--- config.mk ---
export PLATFORM = sky130hd
export DESIGN_NAME = pc_ras_unit_flat
export DESIGN_NICKNAME = d
export VERILOG_FILES = /design/src/rtl/pc_ras_unit_if.sv /design/src/rtl/pc_ras_unit.sv /design/src/flat_wrapper.sv
export SDC_FILE = /design/constraint.sdc
export NUM_CORES = 1
export LEC_CHECK = 0
export CORE_ASPECT_RATIO = 1.1
export CORE_UTILIZATION = 30
export CTS_CLUSTER_DIAMETER = 80
export DETAILED_ROUTE_END_ITERATION = 6
export GPL_TIMING_DRIVEN = 1
export SLEW_MARGIN = 0
export SYNTH_ARGS = -nofsm -noshare
export SYNTH_HDL_FRONTEND = slang
export SYNTH_SLANG_ARGS = --single-unit
export TNS_END_PERCENT = 30
--- constraint.sdc ---
create_clock -name clk -period 12.3 [get_ports clk]
set_input_delay 2.46 -clock clk [delete_from_list [all_inputs] [get_ports clk]]
set_output_delay 2.46 -clock clk [all_outputs]
set_load 0.05 [all_outputs]
--- src/rtl/pc_ras_unit_if.sv ---
// rtl/pc_ras_unit_if.sv - control/observation bundle for the PC + return-address-stack unit
interface pc_ras_unit_if #(
  parameter int WIDTH     = 32,
  parameter int RAS_DEPTH = 4
);
  localparam int CW = $clog2(RAS_DEPTH + 1);

  logic             freeze;
  logic             exc;
  logic [WIDTH-1:0] exc_vec;
  logic             call;
  logic             ret;
  logic [WIDTH-1:0] ret_target;
  logic             br_taken;
  logic [WIDTH-1:0] br_target;
  logic [WIDTH-1:0] pc;
  logic [WIDTH-1:0] pc_next;
  logic [CW-1:0]    ras_count;
  logic             ras_overflow;
  logic             ras_underflow;

  modport master (
    output freeze, exc, exc_vec, call, ret, ret_target, br_taken, br_target,
    input  pc, pc_next, ras_count, ras_overflow, ras_underflow
  );

  modport slave (
    input  freeze, exc, exc_vec, call, ret, ret_target, br_taken, br_target,
    output pc, pc_next, ras_count, ras_overflow, ras_underflow
  );
endinterface

--- src/rtl/pc_ras_unit.sv ---
// rtl/pc_ras_unit.sv - program counter with prioritised next-PC select and circular return-address stack
module pc_ras_unit #(
  parameter int               WIDTH     = 32,
  parameter int               INC       = 4,
  parameter logic [WIDTH-1:0] RESET_VEC = '0,
  parameter int               RAS_DEPTH = 4
) (
  input  logic          clk,
  input  logic          rst_n,
  pc_ras_unit_if.slave  bus
);
  localparam int PW = $clog2(RAS_DEPTH);
  localparam int CW = $clog2(RAS_DEPTH + 1);

  logic [WIDTH-1:0] pc_q, pc_n;
  logic [PW-1:0]    ptr_q, ptr_n;
  logic [CW-1:0]    cnt_q, cnt_n;
  logic             ovf_q, ovf_n;
  logic             unf_q, unf_n;
  logic [WIDTH-1:0] stack_q [RAS_DEPTH];
  logic             wr_en;
  logic [PW-1:0]    wr_idx;
  logic [WIDTH-1:0] seq_pc;

  assign seq_pc = pc_q + WIDTH'(INC);

  always_comb begin
    pc_n   = seq_pc;
    ptr_n  = ptr_q;
    cnt_n  = cnt_q;
    ovf_n  = 1'b0;
    unf_n  = 1'b0;
    wr_en  = 1'b0;
    wr_idx = ptr_q;
    if (bus.freeze) begin
      pc_n = pc_q;
    end else if (bus.exc) begin
      pc_n  = bus.exc_vec;
      cnt_n = '0;
      ptr_n = '0;
    end else if (bus.call && bus.ret) begin
      // Tail call: the new link replaces the current top rather than growing the stack
      pc_n  = bus.br_target;
      wr_en = 1'b1;
      if (cnt_q == '0) begin
        wr_idx = ptr_q + PW'(1);
        ptr_n  = ptr_q + PW'(1);
        cnt_n  = CW'(1);
      end
    end else if (bus.call) begin
      pc_n   = bus.br_target;
      wr_en  = 1'b1;
      wr_idx = ptr_q + PW'(1);
      ptr_n  = ptr_q + PW'(1);
      if (cnt_q == CW'(RAS_DEPTH)) ovf_n = 1'b1;
      else                         cnt_n = cnt_q + CW'(1);
    end else if (bus.ret) begin
      if (cnt_q != '0) begin
        pc_n  = stack_q[ptr_q];
        ptr_n = ptr_q - PW'(1);
        cnt_n = cnt_q - CW'(1);
      end else begin
        pc_n  = bus.ret_target;
        unf_n = 1'b1;
      end
    end else if (bus.br_taken) begin
      pc_n = bus.br_target;
    end
  end

  always_ff @(posedge clk) begin
    if (!rst_n) begin
      pc_q  <= RESET_VEC;
      ptr_q <= '0;
      cnt_q <= '0;
      ovf_q <= 1'b0;
      unf_q <= 1'b0;
      for (int i = 0; i < RAS_DEPTH; i++) stack_q[i] <= '0;
    end else begin
      pc_q  <= pc_n;
      ptr_q <= ptr_n;
      cnt_q <= cnt_n;
      ovf_q <= ovf_n;
      unf_q <= unf_n;
      if (wr_en) stack_q[wr_idx] <= seq_pc;
    end
  end

  assign bus.pc            = pc_q;
  assign bus.pc_next       = pc_n;
  assign bus.ras_count     = cnt_q;
  assign bus.ras_overflow  = ovf_q;
  assign bus.ras_underflow = unf_q;
endmodule
--- src/flat_wrapper.sv ---
// flat-port wrapper written by rule: the top's interface ports become plain ports
module pc_ras_unit_flat 
#(
  parameter int               WIDTH     = 32,
  parameter int               INC       = 4,
  parameter logic [WIDTH-1:0] RESET_VEC = '0,
  parameter int               RAS_DEPTH = 4
)
  (clk, rst_n, bus_freeze, bus_exc, bus_exc_vec, bus_call, bus_ret, bus_ret_target, bus_br_taken, bus_br_target, bus_pc, bus_pc_next, bus_ras_count, bus_ras_overflow, bus_ras_underflow);
  pc_ras_unit_if #(.WIDTH(WIDTH), .RAS_DEPTH(RAS_DEPTH)) bus_i ();
  input  logic clk;
  input  logic rst_n;
  input wire logic [$bits(bus_i.freeze)-1:0] bus_freeze;
  input wire logic [$bits(bus_i.exc)-1:0] bus_exc;
  input wire logic [$bits(bus_i.exc_vec)-1:0] bus_exc_vec;
  input wire logic [$bits(bus_i.call)-1:0] bus_call;
  input wire logic [$bits(bus_i.ret)-1:0] bus_ret;
  input wire logic [$bits(bus_i.ret_target)-1:0] bus_ret_target;
  input wire logic [$bits(bus_i.br_taken)-1:0] bus_br_taken;
  input wire logic [$bits(bus_i.br_target)-1:0] bus_br_target;
  output wire logic [$bits(bus_i.pc)-1:0] bus_pc;
  output wire logic [$bits(bus_i.pc_next)-1:0] bus_pc_next;
  output wire logic [$bits(bus_i.ras_count)-1:0] bus_ras_count;
  output wire logic [$bits(bus_i.ras_overflow)-1:0] bus_ras_overflow;
  output wire logic [$bits(bus_i.ras_underflow)-1:0] bus_ras_underflow;
  assign bus_i.freeze = bus_freeze;
  assign bus_i.exc = bus_exc;
  assign bus_i.exc_vec = bus_exc_vec;
  assign bus_i.call = bus_call;
  assign bus_i.ret = bus_ret;
  assign bus_i.ret_target = bus_ret_target;
  assign bus_i.br_taken = bus_br_taken;
  assign bus_i.br_target = bus_br_target;
  assign bus_pc = bus_i.pc;
  assign bus_pc_next = bus_i.pc_next;
  assign bus_ras_count = bus_i.ras_count;
  assign bus_ras_overflow = bus_i.ras_overflow;
  assign bus_ras_underflow = bus_i.ras_underflow;
  pc_ras_unit #(.WIDTH(WIDTH), .INC(INC), .RESET_VEC(RESET_VEC), .RAS_DEPTH(RAS_DEPTH)) u_core (.clk(clk), .rst_n(rst_n), .bus(bus_i));
endmodule
==> results of run 1 <==
worst max-delay path: cells and delay by family:
family                 cells  cell delay (ps)
AO/OA/AOI/OAI              3              880
buffers and inverters      3             1620
AND/OR/NAND/NOR            2             1100
flip-flops by register name (all words and copies together), names as in the netlist, named ones only:
signal and count:
u_core.bus.ras_underflow 1, u_core.stack_q 128, u_core.bus.ras_count 3, u_core.bus.ras_overflow 1
u_core.ptr_q 2, u_core.bus.pc 32
Yosys cell counts (all sizes together), types with 21 or more instances:
library cell	n
a21oi	44
buf	34
clkbuf	41
dfxtp	41
edfxtp	128
inv	21
mux4	32
nand2	82
nand3	33
nor2	166
o21ai	39
how the worst max path moves through the flow:
stage,from,to,slack [ps],cells after the start
finish,bus_call,bus_pc_next[20],3750,8
global route,bus_call,bus_pc_next[20],3560,8
CTS,bus_call,bus_pc_next[20],3800,8
detailed placement,bus_call,bus_pc_next[20],3810,8
global placement,bus_call,bus_pc_next[20],3950,8
floorplan,bus_call,u_core.stack_q[2][0],5060,7
metal layers:
| metal | vias up | track usage |
|---|---|---|
| met5 | - | 0 |
| met1 | 4090 | 0.296 |
| li1 | 3752 | - |
| met3 | 58 | 0.0407 |
| met4 | 0 | 0.0896 |
| met2 | 433 | 0.360 |
cell type report:
type | count | area, µm² | area share
sequential | 169 | 4670 | 0.385
multi-input combinational | 668 | 4450 | 0.367
timing repair buffer | 187 | 1820 | 0.150
tap | 414 | 518 | 0.0427
clock buffer | 20 | 447 | 0.0369
clock inverter | 12 | 140 | 0.0116
inverter | 21 | 78.8 | 0.00650
cells by family after synthesis:
| kind of cell | count (synthesis) | share of synthesized area |
|---|---|---|
| buf+inv | 96 | 0.0428 |
| mux | 55 | 0.101 |
| flops | 169 | 0.492 |
| fa+ha+maj | 4 | 0.00608 |
| xor+xnor | 23 | 0.0213 |
| compound gates | 197 | 0.143 |
| simple gates | 389 | 0.193 |
metrics by stage:
| step | cell area (µm²) | power (mW) |
|---|---|---|
| 2_1_floorplan | 9470 | 0.875 |
| 3_3_place_gp | 11500 | 1.01 |
| 3_5_place_dp | 11500 | 1.02 |
| 4_1_cts | 12100 | 1.55 |
| 5_1_grt | 12100 | 1.60 |
| 6_report | 12100 | 1.56 |
report_power, final:
group / total, mW / switching, mW / internal [mW]
Sequential: 0.667 / 0.0276 / 0.639
Clock: 0.551 / 0.244 / 0.307
Combinational: 0.338 / 0.211 / 0.127
Total: 1.56 / 0.482 / 1.07
==> out/metrics.cfg, run 1 <==
[sta]
fin_setup_tns_ps = 0
drv_slew = 0
max_freq_mhz = 117
skew_ps = 10.8
setup_violations = 0
period_needed_ps = 8550
slew_headroom = 0.202
rsz0062_at_grt = no
timing.final.crit_share = 0.695
hold_slack_ps = 548
timing.final.ws_setup_ps = 3750
hold_viol = 0
worst_slew_pin_slew_ps = 1190

[synth]
synth_area_leaders = edfxtp_1 (41%), dfxtp_1 (8.7%), mux4_2 (7.6%), nor2_1 (6.6%), nand2_1 (3.2%)
synth-seq-cells = 169
syn_inst = 933
yosysWarnings = 0
netlist.area_leader.share = 0.406
synth_nets = 1040
ys_async_sr_fraction = 0
synth_edf_count = 128
synth_area_leader_cell = edfxtp_1
ys.flop_type = edfxtp_1
ys_types = 69
synth_area_per_cell_um2 = 10.2
syn_area_mm2 = 0.00947
ys_seq_area_frac = 0.492

[min_path]
hp-class = flip-flop to flip-flop
holdPathEnd = u_core.bus.pc[10]
whs_path_depth = 2
hp-start = u_core.bus.pc[10]

[route]
first_pass_iters = 7
routed_wl_um = 35500
met2RoutedLength_um = 16900
m1WireLength_um = 14900
ant_nets = 0
avgRoutedWirePerCell_um = 23.8
met3_length_um = 2670
via_per_inst = 5.59
vias = 8333
drc_errors = 0
highest_layer = met4
initialDrtViolationCount = 763

[clocking]
postCtsSetupBuffers = 0
cts.sinks = 169
clock_latency_ps = 450
numCtsBuffers = 17
clockBufferDepth = 2
root_buffer = clkbuf_16
cts_tree = built
cts_hold_buf = 0
path_clk_slew_ps = 60
cts-htree-levels = 4
cts.repair.resized = 0

[setup_path]
r2r_end = u_core.stack_q[1][21]
worst_setup_path_start_kind = input port
r2r-start = u_core.bus.ras_count[0]
r2r_slack_ps = 8080
crit_fanout = 24
slowest_stage = nor2b_2
crit_arrival_ps = 6090
worstPathRequired_ps = 9840
critPathCaptureType = output port
reg2reg_depth = 5
cp_common_cell = clkdlybuf4s50_1
critical_path_class = input port to output port
cpPeakStageDelay_ps = 1010
crit_chain = clkdlybuf4s50_1 > buf_4 > nor2b_2 > a22oi_1 > a2bb2oi_1 > nand2_1 > o21ai_0 > clkdlybuf4s50_1

[die]
dieArea_mm2 = 0.0323
num_io_pins = 172
die_h_um = 188
coreArea_mm2 = 0.0308
start_util = 0.308
die_w_um = 171
rows = 67

[finish]
area_delta_synth_final_pct = 27.9
finalNetCount = 1171
final_common_cell = clkdlybuf4s50_1
num-fill-cells = 3004
layout-drive-gt1-share = 0.108
antenna_cells = 0
final_cell_count_no_fill = 1491
utilization = 0.394
layout_common_cells = clkdlybuf4s50_1 (169), nor2_1 (166), edfxtp_1 (128)

[global_routing]
grt_start_max_net_pins = 53
grt_pass1_vias = 8174
grt_antenna_before_repair = 0
grt-ovfl-total = 0
grt_usage = 0.224
grt_pass1_wl_um = 52600

[outcome]
outcome = finished clean

[power]
powerDensity_mw_per_mm2 = 128
leakagePower_nw = 4.07
ir_drop_mv = 0.0903

[job]
max-cap-violations = 0

[placed_design]
port_buffers = 171
dp_worst_setup_slack_ps = 3810
dp_hpwl_um = 23900
dpl.cell_count = 1459
gp_congestion = 0.836

(Power assumes the default switching activity.)
==> run 2: changes to the inputs <==
==> constraint.sdc (replaced) <==
create_clock -name clk -period 7.3 [get_ports clk]
set_input_delay 1.46 -clock clk [delete_from_list [all_inputs] [get_ports clk]]
set_output_delay 1.46 -clock clk [all_outputs]
set_load 0.05 [all_outputs]
==> out/metrics.cfg, run 2 (same netlist as run 1, synthesis figures left out) <==
[setup_path]
crit_chain = clkdlybuf4s50_1 > nor2b_2 > buf_4 > a22oi_1 > a2bb2oi_1 > nand2_1 > o21ai_0 > clkdlybuf4s50_1
crit_fanout = 17  ; -29%
worstPathRequired_ps = 5840  ; -4000 ps
critical_path_class = input port to output port
crit_arrival_ps = 4550  ; -1540 ps
critPathTopFamily = buffers and inverters
critPathCaptureType = output port
worst_setup_path_start_kind = input port
path_buf_inv = 3  ; unchanged
cp_common_cell = clkdlybuf4s50_1
slowest_stage = clkdlybuf4s50_1
cpPeakStageDelay_ps = 840  ; -170 ps

[sta]
drv_slew = 0  ; unchanged
max_freq_mhz = 166
worst_slew_pin_slew_ps = 948  ; -244 ps
hold_viol = 0  ; unchanged
hold_slack_ps = 588  ; +40.0 ps
period_needed_ps = 6010
rsz0062_at_grt = no
slew_headroom = 0.368  ; +0.166
setup_violations = 0  ; unchanged
fin_setup_tns_ps = 0  ; unchanged
timing.final.crit_share = 0.824
skew_ps = 16.0  ; +5.22 ps
timing.final.ws_setup_ps = 1290  ; -2460 ps

[finish]
fin_area_mm2 = 0.0122  ; +0.84%
utilization = 0.397  ; +0.00329
num-fill-cells = 3038  ; +1.1%
finalNetCount = 1182  ; +0.94%
final_cell_count_no_fill = 1502  ; +0.74%
largest_register = u_core.stack_q
final_common_cell = clkdlybuf4s50_1
area_delta_synth_final_pct = 29.0
largest_reg_flops = 128  ; unchanged
antenna_cells = 0  ; unchanged
layout_common_cells = clkdlybuf4s50_1 (169), nor2_1 (166), edfxtp_1 (128)
layout-drive-gt1-share = 0.114  ; +0.00626

[placed_design]
dp_hpwl_um = 24000  ; +0.67%
dp_worst_setup_slack_ps = 1320  ; -2500 ps
port_buffers = 171  ; unchanged
gp_congestion = 0.856  ; +2.4%
dpl.cell_count = 1470  ; +0.75%
dpl_cell_area_mm2 = 0.0116  ; +0.56%

[route]
vias = 8437  ; +1.2%
ant_nets = 0  ; unchanged
initialDrtViolationCount = 811  ; +6.3%
drc_errors = 0  ; unchanged
via_per_inst = 5.62  ; +0.51%
avgRoutedWirePerCell_um = 23.5  ; -1.5%
routed_wl_um = 35300  ; -0.78%
first_pass_iters = 5  ; -2

[die]
dieArea_mm2 = 0.0323  ; unchanged
rows = 67  ; unchanged
start_util = 0.308  ; unchanged
coreArea_mm2 = 0.0308  ; unchanged
die_h_um = 188  ; unchanged
die_w_um = 171  ; unchanged
num_io_pins = 172  ; unchanged

[clocking]
cts-htree-levels = 4  ; unchanged
root_buffer = clkbuf_16
cts.repair.resized = 0  ; unchanged
cts_hold_buf = 0  ; unchanged
path_clk_slew_ps = 70  ; about the same
postCtsSetupBuffers = 0  ; unchanged
cts_tree = built
numCtsBuffers = 17  ; unchanged
cts.sinks = 169  ; unchanged
clock_latency_ps = 440  ; about the same
clockBufferDepth = 2  ; unchanged

[global_routing]
grt_pass1_wl_um = 51500  ; -2.1%
grt_start_max_net_pins = 34  ; -36%
grt_antenna_before_repair = 0  ; unchanged
grt_usage = 0.220  ; -0.00429
grt_pass1_vias = 8215  ; +0.50%
grt-ovfl-total = 0  ; unchanged

[power]
power_mw = 2.67  ; +72%
powerDensity_mw_per_mm2 = 218  ; +70%
ir_drop_mv = 0.107  ; +18%
leakagePower_nw = 4.15  ; +1.9%

[outcome]
outcome = finished clean

[min_path]
hp-class = flip-flop to flip-flop

[job]
max-cap-violations = 0  ; unchanged

run 2: worst paths after layout:
kind	start	to	slack, ps	cells after the start
hold / removal	u_core.bus.pc[10]	u_core.bus.pc[10]	590	2
setup / recovery	bus_call	bus_pc_next[20]	1290	8
setup reg to reg	u_core.bus.ras_count[0]	u_core.stack_q[0][21]	3940	7
hold reg to reg	u_core.bus.pc[10]	u_core.bus.pc[10]	590	2
run 2: cell type report:
type                    count  area, µm²  share of cell area
clock inverters            14        184              0.0150
clock buffers              18        439              0.0359
inverters                  21       78.8             0.00645
flip-flops and latches    169       4670               0.382
multi-input cells         668       4430               0.363
repair buffers            198       1900               0.156
well taps                 414        518              0.0424
run 2: worst register-to-register path: cells and delay by family, from the launching register on:
kind | cells | cell delay, ps
and+or+nand+nor | 4 | 1290
buffers and inverters | 2 | 890
DFF | 1 | 430
AOI/OAI and AO/OA | 1 | 450
run 2: report_power, final:
group / internal, mW / leakage [nW] / switching [mW]
sequential: 1.08 / 1.66 / 0.0469
combinational: 0.216 / 2.19 / 0.354
clock: 0.557 / 0.304 / 0.417
total: 1.85 / 4.15 / 0.818
run 2: metal layers:
metal	part of all wire	vias up	wire, µm	track usage
li1	-	3763	-	-
met4	0.028	0	982	0.0828
met1	0.42	4186	14800	0.294
met5	0	-	0	0
met3	0.076	55	2690	0.0361
met2	0.48	433	16800	0.354
